**src/rtl/video_stream_gen.sv**
```systemverilog
// Raster timing and test-pattern generator: sync, back porch, active, front porch.
// Define VIDEO_STREAM_GEN_SCROLL_EN to scroll the ramp patterns one pixel per frame.
module video_stream_gen #(
  parameter int H_DISP  = 640,
  parameter int H_FRONT = 16,
  parameter int H_SYNC  = 96,
  parameter int H_BACK  = 48,
  parameter int V_DISP  = 480,
  parameter int V_FRONT = 10,
  parameter int V_SYNC  = 2,
  parameter int V_BACK  = 33
) (
  input  logic       clk,
  input  logic       rst,
  input  logic       en,
  input  logic [1:0] pattern_sel,
  input  logic [7:0] solid_val,
  output logic       Y_de,
  output logic       Y_hsync,
  output logic       Y_vsync,
  output logic [7:0] Y_data,
  output logic       frame_done
);

  localparam int H_TOTAL     = H_SYNC + H_BACK + H_DISP + H_FRONT;
  localparam int V_TOTAL     = V_SYNC + V_BACK + V_DISP + V_FRONT;
  localparam int H_ACT_START = H_SYNC + H_BACK;
  localparam int H_ACT_END   = H_ACT_START + H_DISP;
  localparam int V_ACT_START = V_SYNC + V_BACK;
  localparam int V_ACT_END   = V_ACT_START + V_DISP;

  typedef enum logic {
    IDLE = 1'b0,
    RUN  = 1'b1
  } state_t;

  state_t      state, state_nxt;
  logic [11:0] h_cnt, v_cnt, h_nxt, v_nxt;
  logic        h_last, v_last, in_run, frame_start, frame_last;

  logic [1:0]  pat_lat;
  logic [7:0]  solid_lat;
  logic [1:0]  pat_eff;
  logic [7:0]  solid_eff;
  logic [7:0]  scroll_off;

  logic        hsync_p0, vsync_p0, de_p0;
  logic [7:0]  x_p0, y_p0, pix_p0;

  function automatic logic [7:0] pixel_val(input logic [1:0] pat,
                                           input logic [7:0] sv,
                                           input logic [7:0] x,
                                           input logic [7:0] y,
                                           input logic [7:0] offs);
    logic [7:0] p;
    case (pat)
      2'd0:    p = x + offs;
      2'd1:    p = y + offs;
      2'd2:    p = (x[3] ^ y[3]) ? 8'hFF : 8'h00;
      default: p = sv;
    endcase
    return p;
  endfunction

  assign in_run      = (state == RUN);
  assign h_last      = (h_cnt == 12'(H_TOTAL - 1));
  assign v_last      = (v_cnt == 12'(V_TOTAL - 1));
  assign frame_start = in_run && (h_cnt == 12'd0) && (v_cnt == 12'd0);
  assign frame_last  = in_run && h_last && v_last;

  always_ff @(posedge clk or posedge rst) begin
    if (rst) begin
      state <= IDLE;
      h_cnt <= 12'd0;
      v_cnt <= 12'd0;
    end else begin
      state <= state_nxt;
      h_cnt <= h_nxt;
      v_cnt <= v_nxt;
    end
  end

  // A frame always runs to its last cycle; en is only sampled there.
  always_comb begin
    state_nxt = state;
    h_nxt     = h_cnt;
    v_nxt     = v_cnt;
    case (state)
      IDLE: begin
        h_nxt = 12'd0;
        v_nxt = 12'd0;
        if (en) state_nxt = RUN;
      end
      RUN: begin
        if (h_last) begin
          h_nxt = 12'd0;
          v_nxt = v_last ? 12'd0 : v_cnt + 12'd1;
          if (v_last && !en) state_nxt = IDLE;
        end else begin
          h_nxt = h_cnt + 12'd1;
        end
      end
      default: state_nxt = IDLE;
    endcase
  end

  always_ff @(posedge clk or posedge rst) begin
    if (rst) begin
      pat_lat   <= 2'd0;
      solid_lat <= 8'h00;
    end else if (frame_start) begin
      pat_lat   <= pattern_sel;
      solid_lat <= solid_val;
    end
  end

  // The frame-start cycle already sees this frame's selection.
  assign pat_eff   = frame_start ? pattern_sel : pat_lat;
  assign solid_eff = frame_start ? solid_val   : solid_lat;

`ifdef VIDEO_STREAM_GEN_SCROLL_EN
  logic [7:0] frame_cnt;

  always_ff @(posedge clk or posedge rst) begin
    if (rst)             frame_cnt <= 8'h00;
    else if (frame_last) frame_cnt <= frame_cnt + 8'h01;
  end

  assign scroll_off = frame_cnt;
`else
  assign scroll_off = 8'h00;
`endif

  // Stage p0: combinational decode of the counters
  assign hsync_p0 = in_run && (h_cnt < 12'(H_SYNC));
  assign vsync_p0 = in_run && (v_cnt < 12'(V_SYNC));
  assign de_p0    = in_run &&
                    (h_cnt >= 12'(H_ACT_START)) && (h_cnt < 12'(H_ACT_END)) &&
                    (v_cnt >= 12'(V_ACT_START)) && (v_cnt < 12'(V_ACT_END));
  assign x_p0     = h_cnt[7:0] - 8'(H_ACT_START);
  assign y_p0     = v_cnt[7:0] - 8'(V_ACT_START);
  assign pix_p0   = pixel_val(pat_eff, solid_eff, x_p0, y_p0, scroll_off);

  // Stage p1: registered outputs
  always_ff @(posedge clk or posedge rst) begin
    if (rst) begin
      Y_hsync    <= 1'b0;
      Y_vsync    <= 1'b0;
      Y_de       <= 1'b0;
      Y_data     <= 8'h00;
      frame_done <= 1'b0;
    end else begin
      Y_hsync    <= hsync_p0;
      Y_vsync    <= vsync_p0;
      Y_de       <= de_p0;
      Y_data     <= de_p0 ? pix_p0 : 8'h00;
      frame_done <= frame_last;
    end
  end

endmodule

```
**config.mk**
```make
export PLATFORM = sky130hd
export DESIGN_NAME = video_stream_gen
export DESIGN_NICKNAME = d
export VERILOG_FILES = /design/src/rtl/video_stream_gen.sv
export SDC_FILE = /design/constraint.sdc
export NUM_CORES = 1
export LEC_CHECK = 0
export CAP_MARGIN = 20
export CORE_MARGIN = 2
export CORE_UTILIZATION = 40
export DETAILED_ROUTE_END_ITERATION = 10
export RECOVER_POWER = 50
export SLEW_MARGIN = 15
export SYNTH_ARGS = -nofsm -noshare
export SYNTH_HDL_FRONTEND = slang
export SYNTH_SLANG_ARGS = --single-unit
```
**constraint.sdc**
```tcl
create_clock -name clk -period 4.67 [get_ports clk]
set_clock_uncertainty 0.2 [all_clocks]
set_input_delay 0.934 -clock clk [delete_from_list [all_inputs] [get_ports clk]]
set_output_delay 0.934 -clock clk [all_outputs]
set_load 0.01 [all_outputs]
```
# [Word-level counts from Yosys, hierarchy flattened]
# Cells that the tools add are included.
[word_totals] register_bits=47 latch_bits=0 ram_bits=0 mem_bits_ro=0 in_bits=13 out_inout_bits=12 elab_cells=56 mem_count=0
[op_classes] add_sub_neg=4 multipliers=0 n_div=0 n_lt_le_gt_ge=6 n_eq_ne=5 shifts=0 n_mux=14 bitwise=2 n_reduce_logical=15
[ops] op="$pmux 12 s2" n=2
[ops] op="$mux 12" n=3
[ops] op="$add 12x1->12 const B" n=2
[ops] op="$eq 12x10->1 const B" n=2
[ops] op="$logic_not 12->1" n=2
[ops] op="$lt 12x10->1 const B" n=2
[ops] op="$mux 8" n=3
[ops] op="$pmux 8 s3" n=1
[ops] op="$ge 12x6->1 const B" n=1
[ops] op="$ge 12x8->1 const B" n=1
[ops] op="$lt 12x2->1 const B" n=1
[ops] op="$lt 12x7->1 const B" n=1
[ops] op="$logic_and 1x1->1" n=11
[ops] op="$sub 8x6->8 const B" n=1
[ops] op="$sub 8x8->8 const B" n=1
[ops] op="$mux 1" n=3
[ops] op="$eq 2x1->1 const B" n=1
[ops] op="$eq 2x2->1 const B" n=1
[ops] op="$logic_not 2->1" n=1
[ops] op="$mux 2" n=1
[ops] op="$ne 2x1->1 const B" n=1
[ops] op="$pmux 1 s2" n=1
[ops] op="$logic_not 1->1" n=1
[ops] op="$not 1->1" n=1
[ops] op="$xor 1x1->1" n=1

# [Depth between registers and ports, before layout]
# Gate-level depths: netlist of run 1.
[logic_depth] word_depth=7 ltp_mapped=9 depth_no_buf=7

# [Least setup slack after synthesis of run 1]
# No wires, ideal clock.
[synth_timing] path_type="register to register" from="register h_cnt[4]" to="register Y_data[7]" setup_ns=0.124 t_arrival_ns=2.219 t_required_ns=4.346 slack_ns=2.127 stages_incl_launch_ff=9 path_buffers=1 period_less_slack_ns=2.543 cell_sequence="dfrtp_1 -> inv_1 -> ha_1 -> or3b_2 -> or4_4 -> buf_6 -> nor2_2 -> a2111oi_0 -> o31a_1"
[synth_between] elab_chain_cells=7 word_cells_on_any_way=17 cone_classes="add/sub: 1; order compare: 2; eq/ne: 2; mux: 4; reduce/logical: 8"
[synth_lines] item="start, declared" line_no="38" text="logic [11:0] h_cnt, v_cnt, h_nxt, v_nxt;"
[synth_lines] item="start signal, assigned" line_no="78" text="h_cnt <= h_nxt;"
[synth_lines] item="parallel branches: the longest is 6 deep, another holds $ge 12x8->1"
[synth_lines] item="$mux 8 *" line_no="156" text="Y_data <= de_p0 ? pix_p0 : 8'h00;"
[synth_lines] item="end signal, assigned" line_no="156"
[synth_lines] item="end, declared" line_no="21" text="output logic [7:0] Y_data,"
# Mark *: on every way between the ends.
# A chain may end at the register's enable or synchronous reset.

==> flow_metrics.env, run 1 <==
export IMPL_rsz0062_at_grt="false"
export IMPL_critPathArrivalTime_ns=3.26
export IMPL_wl_per_cell_um=15.4
export IMPL_place_area_sq_um=3180
export IMPL_synthesis_area_sq_um=2930
export IMPL_path_clk_slew_ns=0.09
export IMPL_die_h_um=89.6
export IMPL_hold_depth=2
export IMPL_ir_drop_v=0.0000876
export IMPL_yosysUniqueCellTypes=61
export IMPL_fmaxAchievable_mhz=300
export IMPL_slew_headroom_pct=-10.6
export IMPL_synth_compound_area_share_pct=17.2
export IMPL_fin_ws_ns=1.33
export IMPL_htreeDepth=2
export IMPL_p_leak_nw=1.39
export IMPL_antenna_left=0
export IMPL_antenna_cells=0
export IMPL_coreArea_sq_um=7180
export IMPL_cts_resized=0
export IMPL_setup_viol=0
export IMPL_cts_hold_buf=0
export IMPL_postSynthCellCount=334
export IMPL_synth_top_family_by_area="simple AND/OR/NAND/NOR gates"
export IMPL_fp_dieW_um=89.6
export IMPL_worst_pin_slew_ns=1.66
export IMPL_synth_top_area_share_pct=40.1
export IMPL_min_period_over_period_pct=71.5
export IMPL_num_io_pins=25
export IMPL_synth_seq_area_share_pct=40.1
export IMPL_final_util_pct=45.4
export IMPL_drtIter0Drc=163
export IMPL_std_cell_rows=31
export IMPL_grt_ovfl_total=0
export IMPL_cts_tree="done"
export IMPL_grt_max_degree=48
export IMPL_power_mw=0.705
export IMPL_regArea_sq_um=1180
export IMPL_yosys_top_cells_count="50 x nand2_1, 47 x dfrtp_1, 31 x nor2_1"
export IMPL_die_area_sq_um=8030
export IMPL_nets=364
export IMPL_final_cells=443
export IMPL_fin_crit_ns=3.34
export IMPL_num_vias=2444
export IMPL_cp_max_fo=30
export IMPL_reg2reg_slack_ns=1.53
export IMPL_synthTopCellsByArea="dfrtp_1 40%, nand2_1 6.4%, nor2_1 4.0%"
export IMPL_reg2reg_depth=7
export IMPL_cts_setup_buffers=0
export IMPL_synth_edf_count=0
export IMPL_r2r_end="Y_data[5]"
export IMPL_hold_end="solid_lat[7]"
export IMPL_gp_congestion=0.818
export IMPL_n_fill_cell=708
export IMPL_hp_class="reg2reg"
export IMPL_place_ws_ns=1.55
export IMPL_yosysMostFrequentCell="nand2_1"
export IMPL_finalHoldViolations=0
export IMPL_synth_seq_cells=47
export IMPL_cts_max_path_buffers=2
export IMPL_synth_xor_area_share_pct=6.48
export IMPL_hold_slack_ns=0.279
export IMPL_first_pass_iters=5
export IMPL_placed_cells=434
export IMPL_finalSetupTns_ns=0
export IMPL_end_kind="async pin"
export IMPL_ys_warn_count=0
export IMPL_ys_async_sr_fraction_pct=100
export IMPL_wl_mm=6.83
export IMPL_synth_fp_nets=355
export IMPL_synth_fa_ha_area_share_pct=3.41
export IMPL_gr_usage_all_layers_pct=18.2
export IMPL_synth_simple_area_share_pct=26.0
export IMPL_power_density_nw_per_um2=216
export IMPL_viasPerCell=5.52
export IMPL_r2r_start="h_cnt[4]"
export IMPL_syn_area_per_cell_sq_um=8.78
export IMPL_path_class="in2async"
export IMPL_drive_gt1_share_pct=5.52
export IMPL_final_max_slew_violation_count=31
export IMPL_cts_sink_count=47
export IMPL_stdcell_area_sq_um=3260
export IMPL_io_buffers=24
export IMPL_start_util_pct=40.9
export IMPL_cts_buffers=5
export IMPL_maxCapViolations=1
export IMPL_synthMuxAreaShare_pct=1.11
export IMPL_worstSetupStartpointType="input port"
export IMPL_insertion_delay_ns=0.31
export IMPL_synth_top_area_cell="dfrtp_1"
export IMPL_holdCritStartpoint="solid_lat[7]"
export IMPL_cp_required_ns=4.59
export IMPL_violations="max-capacitance violations, max-slew violations"
export IMPL_grt_pass1_vias=2308
export IMPL_multi_input_area_sq_um=1580
export IMPL_area_growth_synth_to_final_pct=11.1
export IMPL_post_route_drc_count=0
export IMPL_cts_root_buf="clkbuf_8"
export IMPL_status="finished with violations"
export IMPL_antenna_found_initial=0
export IMPL_synthFlopType="dfrtp_1"
export IMPL_grt_pass1_wl_mm=11.4
export IMPL_hpwl_mm=4.76
layout make-up:
class / instances / share of cell area [%]
multi-input cells: 251 / 48.4
flip-flops and latches: 47 / 36.1
repair buffers: 25 / 7.49
well taps: 99 / 3.80
clock buffers: 5 / 2.11
inverters: 13 / 1.50
clock inverters: 3 / 0.614
power by group:
part	total (mW)	switching, mW	internal [mW]
sequential	0.416	0.00455	0.411
clock	0.250	0.145	0.104
combinational	0.0392	0.0230	0.0162
total	0.705	0.173	0.532
registers in the layout, indices dropped and copies added (netlist names):
signal      count
Y_data          8
Y_de            1
Y_hsync         1
Y_vsync         1
frame_done      1
h_cnt          12
in_run          1
pat_lat         2
solid_lat       8
v_cnt          12
worst max path at each step:
stage,start,to,slack (ns),cells after the start
floorplan,h_cnt[4],Y_data[7],2.13,8
global placement,h_cnt[4],Y_data[5],1.63,7
detailed placement,h_cnt[4],Y_data[5],1.55,7
CTS,h_cnt[4],Y_data[5],1.53,7
global route,rst,solid_lat[7],0.77,3
finish,rst,solid_lat[7],1.33,3
critical path, cell delays in order:
cell and delay [ns]:
dlygate4sd3_1 0.53, inv_1 0.51, clkbuf_1 1.26
routing by layer:
metal	up-vias	global-route usage [%]	share of wire, %
met4	0	6.92	1.9
met5	-	0	0
li1	1206	-	-
met2	56	28.1	46
met1	1172	25.6	49
met3	10	3.11	3.8
cell usage in the layout, fill, tap and decap left out, types with 2 or more instances in the layout:
master and count:
nor2b_1 2, clkinvlp_4 2, o21ai_0 18, and3_1 5, dfrtp_1 47, a21oi_1 4
or3_1 4, or4_1 2, nor4b_1 2, nand2b_1 2, a21o_1 6, o311ai_1 6
o41ai_1 2, nand3_1 10, nor3b_1 7, xor2_1 12, nand2_1 50, inv_1 13
a31oi_1 10, a21boi_0 2, nand4_1 4, nor4_1 9, o21ai_1 6, mux2_2 2
nor3_1 9, ha_1 8, a2111oi_0 2, o31ai_1 2, xnor2_1 7, clkbuf_8 5
clkdlybuf4s50_1 23, nor2_1 31
cells by family after synthesis:
group                    count (synthesis)
AND/OR/NAND/NOR                        149
AO/OA/AOI/OAI                           71
flip-flops                              47
buffers and inverters                   36
XOR/XNOR                                20
adder cells (fa/ha/maj)                  8
multiplexers                             3
Power figures use the tool's default switching activity.
==> run 2: changes to the inputs <==
- clock period: 4.67 -> 2.7 ns (I/O delays scaled with it)
==> flow_metrics.env, run 2 (synthesis results as in run 1) <==
export IMPL_htreeDepth=2
export IMPL_final_max_slew_violation_count=0
export IMPL_finalHoldViolations=0
export IMPL_critPathArrivalTime_ns=2.59
export IMPL_start_util_pct=40.9
export IMPL_p_leak_nw=1.58
export IMPL_ir_drop_v=0.000154
export IMPL_std_cell_rows=31
export IMPL_stdcell_area_sq_um=3530
export IMPL_hold_depth=2
export IMPL_end_kind="flop"
export IMPL_met1_usage_pct=25.7
export IMPL_use_met3_pct=3.02
export IMPL_hp_class="reg2reg"
export IMPL_switching_share_pct=22.1
export IMPL_pwr_share_seq_pct=53.8
export IMPL_worst_pin_slew_ns=0.781
export IMPL_largestRegisters="h_cnt (12), v_cnt (12)"
export IMPL_fp_dieW_um=89.6
export IMPL_reg2reg_depth=8
export IMPL_power_mw=1.34
export IMPL_maxCapViolations=0
export IMPL_first_pass_iters=4
export IMPL_gr_usage_all_layers_pct=19.0
export IMPL_num_io_pins=25
export IMPL_r2r_start="h_cnt[0]"
export IMPL_cts_tree="done"
export IMPL_place_area_sq_um=3410
export IMPL_hpwl_mm=5.46
export IMPL_wl_per_cell_um=15.5
export IMPL_coreArea_sq_um=7180
export IMPL_insertion_delay_ns=0.30
export IMPL_cp_max_fo=22
export IMPL_fin_crit_ns=2.56
export IMPL_clkPwrFrac_pct=40.9
export IMPL_cp_required_ns=2.73
export IMPL_gp_congestion=0.895
export IMPL_intPower_mw=1.04
export IMPL_wl_mm=7.28
export IMPL_startpoint="h_cnt[0]"
export IMPL_status="finished, final reports clean"
export IMPL_antenna_found_initial=0
export IMPL_final_common_cell="nand2_1"
export IMPL_viasPerCell=5.40
export IMPL_critPathCapture="Y_data[5]"
export IMPL_path_clk_slew_ns=0.10
export IMPL_cts_buffers=5
export IMPL_n_fill_cell=683
export IMPL_die_area_sq_um=8030
export IMPL_final_cell_mix="50 x nand2_1, 47 x dfrtp_1, 31 x nor2_1, 26 x buf_4, 21 x clkdlybuf4s50_1"
export IMPL_die_h_um=89.6
export IMPL_power_density_nw_per_um2=378
export IMPL_antenna_left=0
export IMPL_cts_root_buf="clkbuf_8"
export IMPL_reg2reg_slack_ns=0.14
export IMPL_grt_use_met2_pct=31.4
export IMPL_area_growth_synth_to_final_pct=20.5
export IMPL_drive_gt1_share_pct=13.4
export IMPL_r2r_end="Y_data[5]"
export IMPL_cts_sink_count=47
export IMPL_slew_headroom_pct=47.9
export IMPL_num_vias=2544
export IMPL_top_usage_layer="met2"
export IMPL_io_buffers=24
export IMPL_min_period_over_period_pct=94.8
export IMPL_p_sw_mw=0.296
export IMPL_path_class="reg2reg"
export IMPL_fmaxAchievable_mhz=391
export IMPL_nets=392
export IMPL_grt_ovfl_total=0
export IMPL_antenna_cells=0
export IMPL_grt_pass1_vias=2386
export IMPL_finalSetupTns_ns=0
export IMPL_drtIter0Drc=118
export IMPL_setup_viol=0
export IMPL_grt_pass1_wl_mm=11.7
export IMPL_cts_max_path_buffers=2
export IMPL_pwr_share_comb_pct=5.3
export IMPL_grt_max_degree=28
export IMPL_final_util_pct=49.2
export IMPL_post_route_drc_count=0
export IMPL_worstSetupStartpointType="flop"
==> run 2: changes by cell type in the layout (fill, tap and decap cells not counted), moves of 2 or more <==
cell	previous run	this run
clkdlybuf4s50_1	23	21
clkinvlp_4	2	0
buf_4	0	26
dlygate4sd3_1	1	3
==> run 2: metrics by stage <==
step	setup WS [ns]	cells	hold slack (ns)
2_1_floorplan	0.157	334	0.239
3_3_place_gp	0.159	462	0.261
3_5_place_dp	0.0730	462	0.260
4_1_cts	0.0499	470	0.281
5_1_grt	-0.0129	471	0.321
6_report	0.140	471	0.282
==> run 2: routing by layer <==
layer / share of wire, % / vias up
li1: - / 1256
met1: 47 / 1233
met2: 49 / 44
met3: 2.9 / 11
met4: 1.4 / 0
met5: 0 / -
==> run 2: critical path, cell delays in order, from the launching register on <==
cell,delay (ns)
dfrtp_1,0.40
inv_1,0.06
ha_1,0.12
or3b_1,0.46
nor4_2,0.38
nand2_1,0.15
buf_12,0.19
or3_1,0.35
a31oi_1,0.17
==> run 2: worst min path at each step <==
stage,from,endpoint,slack [ns]
after floorplan,solid_lat[0],solid_lat[0],0.24
after global placement,solid_lat[6],solid_lat[6],0.26
after detailed placement,solid_lat[6],solid_lat[6],0.26
after CTS,solid_lat[6],solid_lat[6],0.28
after global routing,solid_lat[3],solid_lat[3],0.32
final,solid_lat[3],solid_lat[3],0.28
==> run 2: power by group through the flow <==
stage                     registers, mW  clock network [mW]  logic (mW)
after global placement            0.733                   0      0.0746
after CTS                         0.719               0.559      0.0752
after detailed placement          0.733                   0      0.0750
after global routing              0.721               0.583      0.0794
after floorplan                   0.728                   0      0.0401
final                             0.719               0.546      0.0705
==> run 2: area by class of cell <==
class                   instances  area (sq um)  area share (%)
clock buffers                   6          82.6            2.34
clock inverters                 2          35.0           0.992
inverters                      13          48.8            1.38
multi-input cells             251          1600            45.4
flip-flops and latches         47          1180            33.3
well taps                      99           124            3.51
repair buffers                 53           464            13.1
==> run 2: timing repair <==
item	in CTS	in global routing
hold endpoints to repair	0	0
endpoints found under the setup margin	0	7
setup buffers	0	1
gates resized for setup	0	3
hold buffers	0	0
